[src/rtl/fifo_wr_adapter.sv]
// fifo_wr_adapter: valid/ready stream to FIFO wr_en/full write port.
// A two-entry skid buffer (out_reg + skid_reg) lets s_ready_o come straight
// from a flop, so fifo_full_i never reaches the producer combinationally.
// The only input-to-output combinational path is fifo_full_i -> fifo_wr_en_o.
module fifo_wr_adapter #(
    parameter int WIDTH = 512
) (
    input  logic             clk,
    input  logic             rst,
    input  logic             flush_i,
    input  logic             s_valid_i,
    output logic             s_ready_o,
    input  logic [WIDTH-1:0] s_data_i,
    input  logic             fifo_full_i,
    output logic             fifo_wr_en_o,
    output logic [WIDTH-1:0] fifo_din_o,
    output logic [1:0]       occupancy_o
);

    // State is literally {skid_vld, out_vld}; the skid entry is only ever
    // valid when the output entry is valid, so 2'b10 never occurs.
    typedef enum logic [1:0] {
        EMPTY = 2'b00,
        ONE   = 2'b01,
        TWO   = 2'b11
    } state_e;

    state_e           state_q,    state_d;
    logic [WIDTH-1:0] out_reg_q,  out_reg_d;
    logic [WIDTH-1:0] skid_reg_q, skid_reg_d;
    logic             s_ready_q,  s_ready_d;

    logic out_vld;
    logic skid_vld;
    logic accept;
    logic write;

    assign out_vld  = state_q[0];
    assign skid_vld = state_q[1];
    assign accept   = s_valid_i & s_ready_q;
    assign write    = out_vld & ~fifo_full_i;

    assign s_ready_o    = s_ready_q;
    assign fifo_wr_en_o = write;
    assign fifo_din_o   = out_reg_q;
    assign occupancy_o  = {1'b0, out_vld} + {1'b0, skid_vld};

    // Next-state and data-register loads for the skid buffer.
    always_comb begin
        // NOTE: every always_comb output gets a default first, so no path
        // through the case/if tree can leave it unassigned and infer a latch.
        state_d    = state_q;
        out_reg_d  = out_reg_q;
        skid_reg_d = skid_reg_q;

        unique case (state_q)
            EMPTY: begin
                if (accept) begin
                    state_d   = ONE;
                    out_reg_d = s_data_i;
                end
            end
            ONE: begin
                if (accept && write) begin
                    out_reg_d = s_data_i;
                end else if (accept) begin
                    state_d    = TWO;
                    skid_reg_d = s_data_i;
                end else if (write) begin
                    state_d = EMPTY;
                end
            end
            TWO: begin
                // s_ready_q is 0 here, so no accept can arrive in this state.
                if (write) begin
                    state_d   = ONE;
                    out_reg_d = skid_reg_q;
                end
            end
            default: state_d = EMPTY;
        endcase

        // Flush drops all buffered beats, including one accepted this cycle.
        // A write in this cycle has already been sampled by the FIFO.
        // Data registers hold, since flush is not a load transition.
        if (flush_i) begin
            state_d    = EMPTY;
            out_reg_d  = out_reg_q;
            skid_reg_d = skid_reg_q;
        end

        s_ready_d = (state_d != TWO);
    end

    // State, ready and data registers; reset has priority over flush.
    always_ff @(posedge clk) begin
        // NOTE: sequential state uses non-blocking assignments so every flop
        // samples pre-edge values regardless of statement order.
        if (rst) begin
            state_q   <= EMPTY;
            s_ready_q <= 1'b0;
            out_reg_q <= '0;
        end else begin
            state_q   <= state_d;
            s_ready_q <= s_ready_d;
            out_reg_q <= out_reg_d;
        end
    end

    // Skid data register: qualified by skid_vld, so it needs no reset.
    always_ff @(posedge clk) begin
        // NOTE: wide data storage is left unreset when a valid bit guards it;
        // only out_reg is reset because fifo_din_o has a defined reset value.
        skid_reg_q <= skid_reg_d;
    end

endmodule

[config.mk]
export PLATFORM = sky130hd
export DESIGN_NAME = fifo_wr_adapter
export DESIGN_NICKNAME = d
export VERILOG_FILES = /design/src/rtl/fifo_wr_adapter.sv
export SDC_FILE = /design/constraint.sdc
export NUM_CORES = 2
export LEC_CHECK = 0
export CORE_AREA = 2 2 401 403
export CTS_CLUSTER_SIZE = 25
export DETAILED_ROUTE_END_ITERATION = 10
export DIE_AREA = 0 0 403 405
export SYNTH_ARGS = -nofsm -noshare
export SYNTH_HDL_FRONTEND = slang
export SYNTH_SLANG_ARGS = --single-unit
[constraint.sdc]
create_clock -name clk -period 116.8 [get_ports clk]
set_input_delay 11.68 -clock clk [delete_from_list [all_inputs] [get_ports clk]]
set_output_delay 11.68 -clock clk [all_outputs]
set_load 0.02 [all_outputs]
Yosys cells after proc, flatten, opt, wreduce, memory -nomap -nowiden
Cells that the tools add are included.
- muxes and demuxes: 11
- reductions and logical operators: 5
- eq/ne operators: 6
- bitwise logic cells: 5
- add/subtract/negate cells: 1
- operators by type and width (operator ; count):
    512-bit two-way mux ; 3
    512-bit case mux with 3 select lines ; 1
    2-bit two-way mux ; 6
    2-bit != test, second input constant ; 4
    2-bit case mux with 3 select lines ; 1
    5-bit AND reduction ; 1
    4-bit AND reduction ; 1
    1-bit NOT ; 3
    3-bit nonzero test ; 1
    1-bit by 1-bit adder with 2-bit output ; 1
    1-bit AND ; 2
    2-bit by 1-bit equality test with 1-bit output, second input constant ; 1
    2-bit equality test, second input constant ; 1
    2-bit logical NOT ; 1
    1-bit logical AND ; 1
- word-level logic and storage cells: 32
- flip-flop bits (word level): 1027

Logic depth before layout (Yosys ltp)
- depth in word-level cells: 8
- depth in mapped cells: 9
- mapped depth without buffers: 6

Worst setup path after synthesis
OpenSTA, ideal clock, no wires.
- path type: input port to flip-flop
- from: in fifo_full_i
- to: reg skid_reg_q[0] (enable)
- arrival: 63.861 ns
- buffers on the path: 1
- required time: 113.990 ns
- stages on the path: 4
- library setup time: 2.810 ns
- slack: 50.129 ns
- cells stage by stage: nand2b_1 -> buf_2 -> inv_1 -> nor4b_1
- longest elaborated chain between the ends: 5
- RTL lines (element ; RTL line ; text):
    start: declaration ; 14 ; input logic fifo_full_i,
    1-bit NOT ; 41 ; assign write = out_vld & ~fifo_full_i;
    1-bit AND ; 41 ;
    via fifo_wr_en_o ; 15 ; output logic fifo_wr_en_o,
    1-bit logical AND ; 64 ; if (accept && write) begin
    1-bit NOT (no source line) ; -- ;
    4-bit AND reduction (no source line) ; -- ;
    end signal: assignment ; 114 ; skid_reg_q <= skid_reg_d;
    end: declaration ; 30 ; logic [WIDTH-1:0] skid_reg_q, skid_reg_d;
The timed path passes the listed nets, and every way through them passes these cells.
A chain may end at the register's enable or synchronous reset.

Worst setup path in the final report
- from: in fifo_full_i
- to: out fifo_wr_en_o
- longest elaborated chain between the ends: 2
- RTL lines (element ; RTL line):
    1-bit NOT ; 41
    1-bit AND ; 41
    end: declaration ; 15
Every way passes these cells.

==> metrics.txt <==
Slowest cell on crit path=clkdlybuf4s50_1; Arr. time, crit path=13.28 ns; crit-path max FO=7; kind of end point of the critical path=output port; Final Hold Viols=0; post-layout util=34.3%; post-synthesis instance total=2878; Fin Hold WS=0.520 ns; Post-synth EDFFs=512; H-tree depth=3; min cycle time layout=24.96 ns; kind of critical path=in2out; outcome=finished, final reports clean; P per Cell Area=15.8 nW/µm²; clock skew=0.0557 ns; Peak Freq=0.0401 GHz; WL final=138000 µm; die area=163000 µm²; Die H=405 µm; top_reg_cell synth=dfxtp_1; VDD IR-drop max=0.0000120 V; synthesized flop and latch total=1027; Initial Utilization=24.3%; gr ovfl total=0; nets=4299; FILL cells=15.7k; layout cells sized above 1=5.83%; via count=28.4k; Die W=403 µm; dpl hpwl=92100 µm; TritonCTS Buffers=113; post-route cell area=54700 µm²; family with the most delay on the worst path=buffers and inverters; Total Routing Usage GR=15.9%; Final Cycle Share=21.4%; clk_lat worst skew=0.73 ns; vias in the first global route=27.7k; drt first pass iters=5; routability cong.=0.869; Max-cap violations=0; num rows=147; CTS sink cnt=1027; area grow syn2layout=41.1%; Post-CTS Hold Buffers=0; CTS tree=built; largest area contributor in the netlist=edfxtp_1; worst r2r src=state_q[1]$_SDFF_PP0_; Worst path max stage delay=0.64 ns; Seq/Total Area, Yosys=66.3%; Leakage=0.0166 µW; Synth Warn #=0; largest net degree at the start of global routing=179; core area=159000 µm²; WL per Instance=23.0 µm; worst-case clock buffer depth=3; DRC=0; Worst-Margin Slew=1.26 ns; vias per inst=4.73; Worst slew margin=16.1%; mapped cell area=38800 µm²; Synth cell types=26; Detailed Route Iter0 Violations=2090; CP Buf/Inv Count=3; Hold Crit Class=reg2reg; Clock transition at path regs=0.06 ns; most used cell, CP=clkdlybuf4s50_1; top-area cell type share of the netlist area=39.7%; post-cts resize count=0; critical-path cell list=clkdlybuf4s50_1 > nand2b_1 > inv_1 > clkdlybuf4s50_1; post-route ant nets=0; placed cell area=50800 µm²; syn nets=3399; post-route setup TNS=0 ns; RSZ-0062 raised after global routing=false; Critical Path RT=105.12 ns; synth top area cells=edfxtp_1, dfxtp_1, mux2i_1; final max-slew violation count=0; commonest cells in the netlist=a21oi_1, dfxtp_1, a211oi_1, edfxtp_1, mux2i_1; hold path startpoint=fifo_din_o[201]$_SDFFE_PP0P_; crit path from=fifo_full_i; global-route wire length before repair=195000 µm; Critical Path Start Type=input pin; Root Buffer=clkbuf_16; IO Count=1033; port bufs=1032; Mean Syn Cell Area=13.5 µm²; Final setup violation count=0; initial antenna violation count=44; ys async rst share=0%; Post-CTS Repair Setup Buffers=0
worst paths after layout:
check	slack, ns	to	cells past startpoint
setup / recovery	91.84	fifo_wr_en_o	4
hold / removal	0.52	fifo_din_o[201]$_SDFFE_PP0P_	2
setup reg to reg	111.71	fifo_din_o[228]$_SDFFE_PP0P_	7
hold reg to reg	0.52	fifo_din_o[201]$_SDFFE_PP0P_	2
worst min-delay path, stage by stage (launching register included):
cell	delay [ns]
dfxtp_1	0.31
a21oi_1	0.11
a211oi_1	0.06
layout by cell type, fill, tap and decap left out, types with 2 or more instances in the layout:
master,synthesis,layout
a211oi_1,512,512
a21oi_1,515,515
a311oi_1,2,2
buf_12,0,7
buf_4,2,31
bufinv_16,0,6
clkbuf_1,91,25
clkbuf_16,0,117
clkbuf_8,0,17
clkdlybuf4s50_1,0,1031
clkinv_1,0,9
clkinv_16,0,4
clkinv_2,0,31
clkinvlp_4,0,4
dfxtp_1,515,515
diode_2,0,31
edfxtp_1,512,512
ha_1,4,3
inv_1,3,3
mux2i_1,512,512
nand2_1,2,2
nand3_1,2,2
o21ai_0,2,2
stage by stage:
stage                     setup slack [ns]  total power (µW)  instances
after CTS                            91.83               876       5965
final                                91.84               866       5996
after detailed placement             91.84               513       5749
after floorplan                      50.13               454       2878
after global routing                 91.77               897       5994
after global placement               91.79               511       5749
layout make-up:
cell class / count / area, µm² / share of cell area (%)
Antenna cell: 31 / 77.6 / 0.142
Clock buffer: 159 / 3260 / 5.96
Clock inverter: 57 / 556 / 1.02
Inverter: 3 / 11.3 / 0.0206
Multi-Input combinational cell: 1563 / 11800 / 21.5
Sequential cell: 1027 / 25700 / 47.0
Tap cell: 2086 / 2610 / 4.77
Timing Repair Buffer: 1070 / 10700 / 19.6
logic make-up (layout without fill, tap and decap cells):
logic type                 count (synthesis)  after routing  synth area share, %
AOI/OAI and AO/OA                       1034           1034                 16.8
DFF                                     1027           1027                 66.3
muxes                                    512            512                 13.2
buffers and inverters                    288           1289                 3.42
and+or+nand+nor                           12             12                0.174
adders and majority gates                  5              5                0.155
other                                      0             31                    0
power by group:
group | internal [µW] | total (µW) | leakage [µW] | switching (µW)
combinational | 48.4 | 107 | 0.00585 | 58.4
clock | 209 | 361 | 0.00188 | 152
sequential | 391 | 398 | 0.00883 | 7.07
total | 648 | 866 | 0.0166 | 218
flip-flops by register name, summed over array words and instances (netlist names):
| register | cells |
|---|---|
| fifo_din_o | 512 |
| skid_reg_q | 512 |
| state_q | 2 |
| s_ready_o | 1 |
layer usage:
layer	wire (µm)	share of wire, %	up-vias	GRT usage [%]
li1	-	-	13049	-
met1	57400	42	14074	20.1
met2	63900	46	978	24.3
met3	12200	8.8	239	5.76
met4	4590	3.3	16	6.50
met5	99	0.072	-	0
Note: power is estimated with default switching activity, not from simulation.
==> RTL edit (config.mk and constraints unchanged) <==
`WIDTH`: 512 -> 256.
--- a/src/rtl/fifo_wr_adapter.sv
+++ b/src/rtl/fifo_wr_adapter.sv
@@ -4,5 +4,5 @@
 // The only input-to-output combinational path is fifo_full_i -> fifo_wr_en_o.
 module fifo_wr_adapter #(
-    parameter int WIDTH = 512
+    parameter int WIDTH = 256
 ) (
     input  logic             clk,
Ports: changed (resized fifo_din_o and s_data_i); port bits go from 1033 to 521. The function was not compared with the original's and may differ.
==> RTL edit against the unedited design <==
Cell area decreased by 47%; routed wire length decreased by 52%; sequential cell count decreased by 512; global-route usage decreased by 8.1 points; power decreased by 48%; setup slack improved by 0.087 ns; core utilization decreased by 16 points; synthesized cell count decreased by 49%; area after synthesis decreased by 50%; non-clock buffer count decreased by 527; largest power group is now clock; highest routed layer unchanged.
==> RTL edit: results (changes against the unedited design) <==
Cells after Synth - 1456 (-49%)
critical hold path startpoint - fifo_din_o[84]
NumNets Final - 2184 (-49%)
pin count of the biggest net entering global routing - 127 (-29%)
H-tree depth - 2 (-1)
final WL - 66300 um (-52%)
worst skew pair latency - 0.65 ns (-0.08 ns)
distinct cell type count after synthesis - 27 (+3.8%)
net count after synthesis - 1721 (-49%)
first-pass GRT wire length - 97500 um (-50%)
Starting DRT DRC Count - 823 (-61%)
EDFF count, synth - 256 (-50%)
initial antenna violation count - 7 (-84%)
worst slew pin tran - 1.03 ns (-0.223 ns)
routability cong. - 0.757 (-13%)
DRT Pass-1 Iters - 4 (-1)
sequential element share of the synthesized area - 66.1% (-0.16 points)
GRT Overall Usage - 7.76% (-8.1 points)
main area contributors after synthesis - edfxtp_1 (39%), dfxtp_1 (27%), mux2i_1 (13%), a211oi_1 (9.9%), a21oi_1 (6.6%)
status - finished, final reports clean
CTS buffer count - 61 (-46%)
share of cells above drive strength 1 - 6.39% (+0.56 points)
non-filler cells in the finished layout - 4059 (-32%)
Leak - 0.00846 uW (-49%)
Clock Skews - 0.0201 ns (-0.0357 ns)
worst-path fanout max - 5 (-2)
post-DP HPWL - 42900 um (-53%)
top cells by count, synth - dfxtp_1 (259), a21oi_1 (258), a211oi_1 (256), edfxtp_1 (256), mux2i_1 (256)
maximum vdd drop - 0.0112 mV (-6.7%)
routed via count - 14100 (-50%)
IO Port Bufs - 520 (-50%)
worst r2r src - state_q[0]
## RTL edit: cell count changes in the layout (fill, tap and decap cells not counted), moves of 10 or more
cell             change
a211oi_1           -256
clkbuf_8            -10
clkbuf_16           -52
diode_2             -30
clkinv_2            -23
clkdlybuf4s50_1    -512
edfxtp_1           -256
mux2i_1            -256
clkbuf_1            -10
a21oi_1            -257
buf_4               -11
dfxtp_1            -256
## RTL edit: where the power goes
part           total (uW)  internal [uW]  switching (uW)
combinational        52.2           24.3            27.9
clock                 202            121            80.6
sequential            199            196            3.43
total                 453            342             112
## RTL edit: cell families (layout without fill, tap and decap cells)
family                     count (synthesis)  in the layout  share of synthesized area, %
AOI/OAI and AO/OA                        522            522                          16.8
adders and majority gates                  5              5                         0.308
buffers and inverters                    147            663                          3.25
DFF                                      515            515                          66.1
muxes                                    256            256                          13.2
other                                      0              1                             0
and+or+nand+nor                           11             11                         0.321
## RTL edit: final timing paths
kind	cells after the start	to	slack [ns]
worst min-delay path	2	fifo_din_o[84]	0.52
worst min register to register	2	fifo_din_o[84]	0.52
worst max register to register	9	fifo_din_o[30]	112.66
worst max-delay path	4	fifo_wr_en_o	91.93
## RTL edit: worst reg2reg max path, delay by kind of cell (launching register included)
family          cells  cell delay, ns
flops               1            0.48
fa+ha+maj           1            0.23
compound gates      4            1.01
buf+inv             4            2.32
## RTL edit: cell type report
class | count | area, um2
Fill cell | 17400 | 130000
Sequential cell | 515 | 12900
Multi-Input combinational cell | 794 | 6000
Timing Repair Buffer | 543 | 5420
Tap cell | 2086 | 2610
Clock buffer | 87 | 1780
Clock inverter | 29 | 343
Inverter | 4 | 15.0
Antenna cell | 1 | 2.50
## RTL edit: through the flow
step	setup slack (ns)	util (%)	area (um2)
3_3_place_gp	91.92	16.9	26900
6_report	91.93	18.2	29000
4_1_cts	91.93	18.2	29000
2_1_floorplan	78.92	-	19500
3_5_place_dp	91.94	16.9	26900
5_1_grt	91.85	18.2	29000
## RTL edit: routing by layer
layer,vias to the layer above,routed length [um],track usage [%],part of all wire (%)
li1,6594,-,-,-
met1,6885,29000,9.74,44
met2,505,28600,11.7,43
met3,103,6920,3.59,10
met4,10,1730,2.40,2.6
met5,-,67,0,0.10
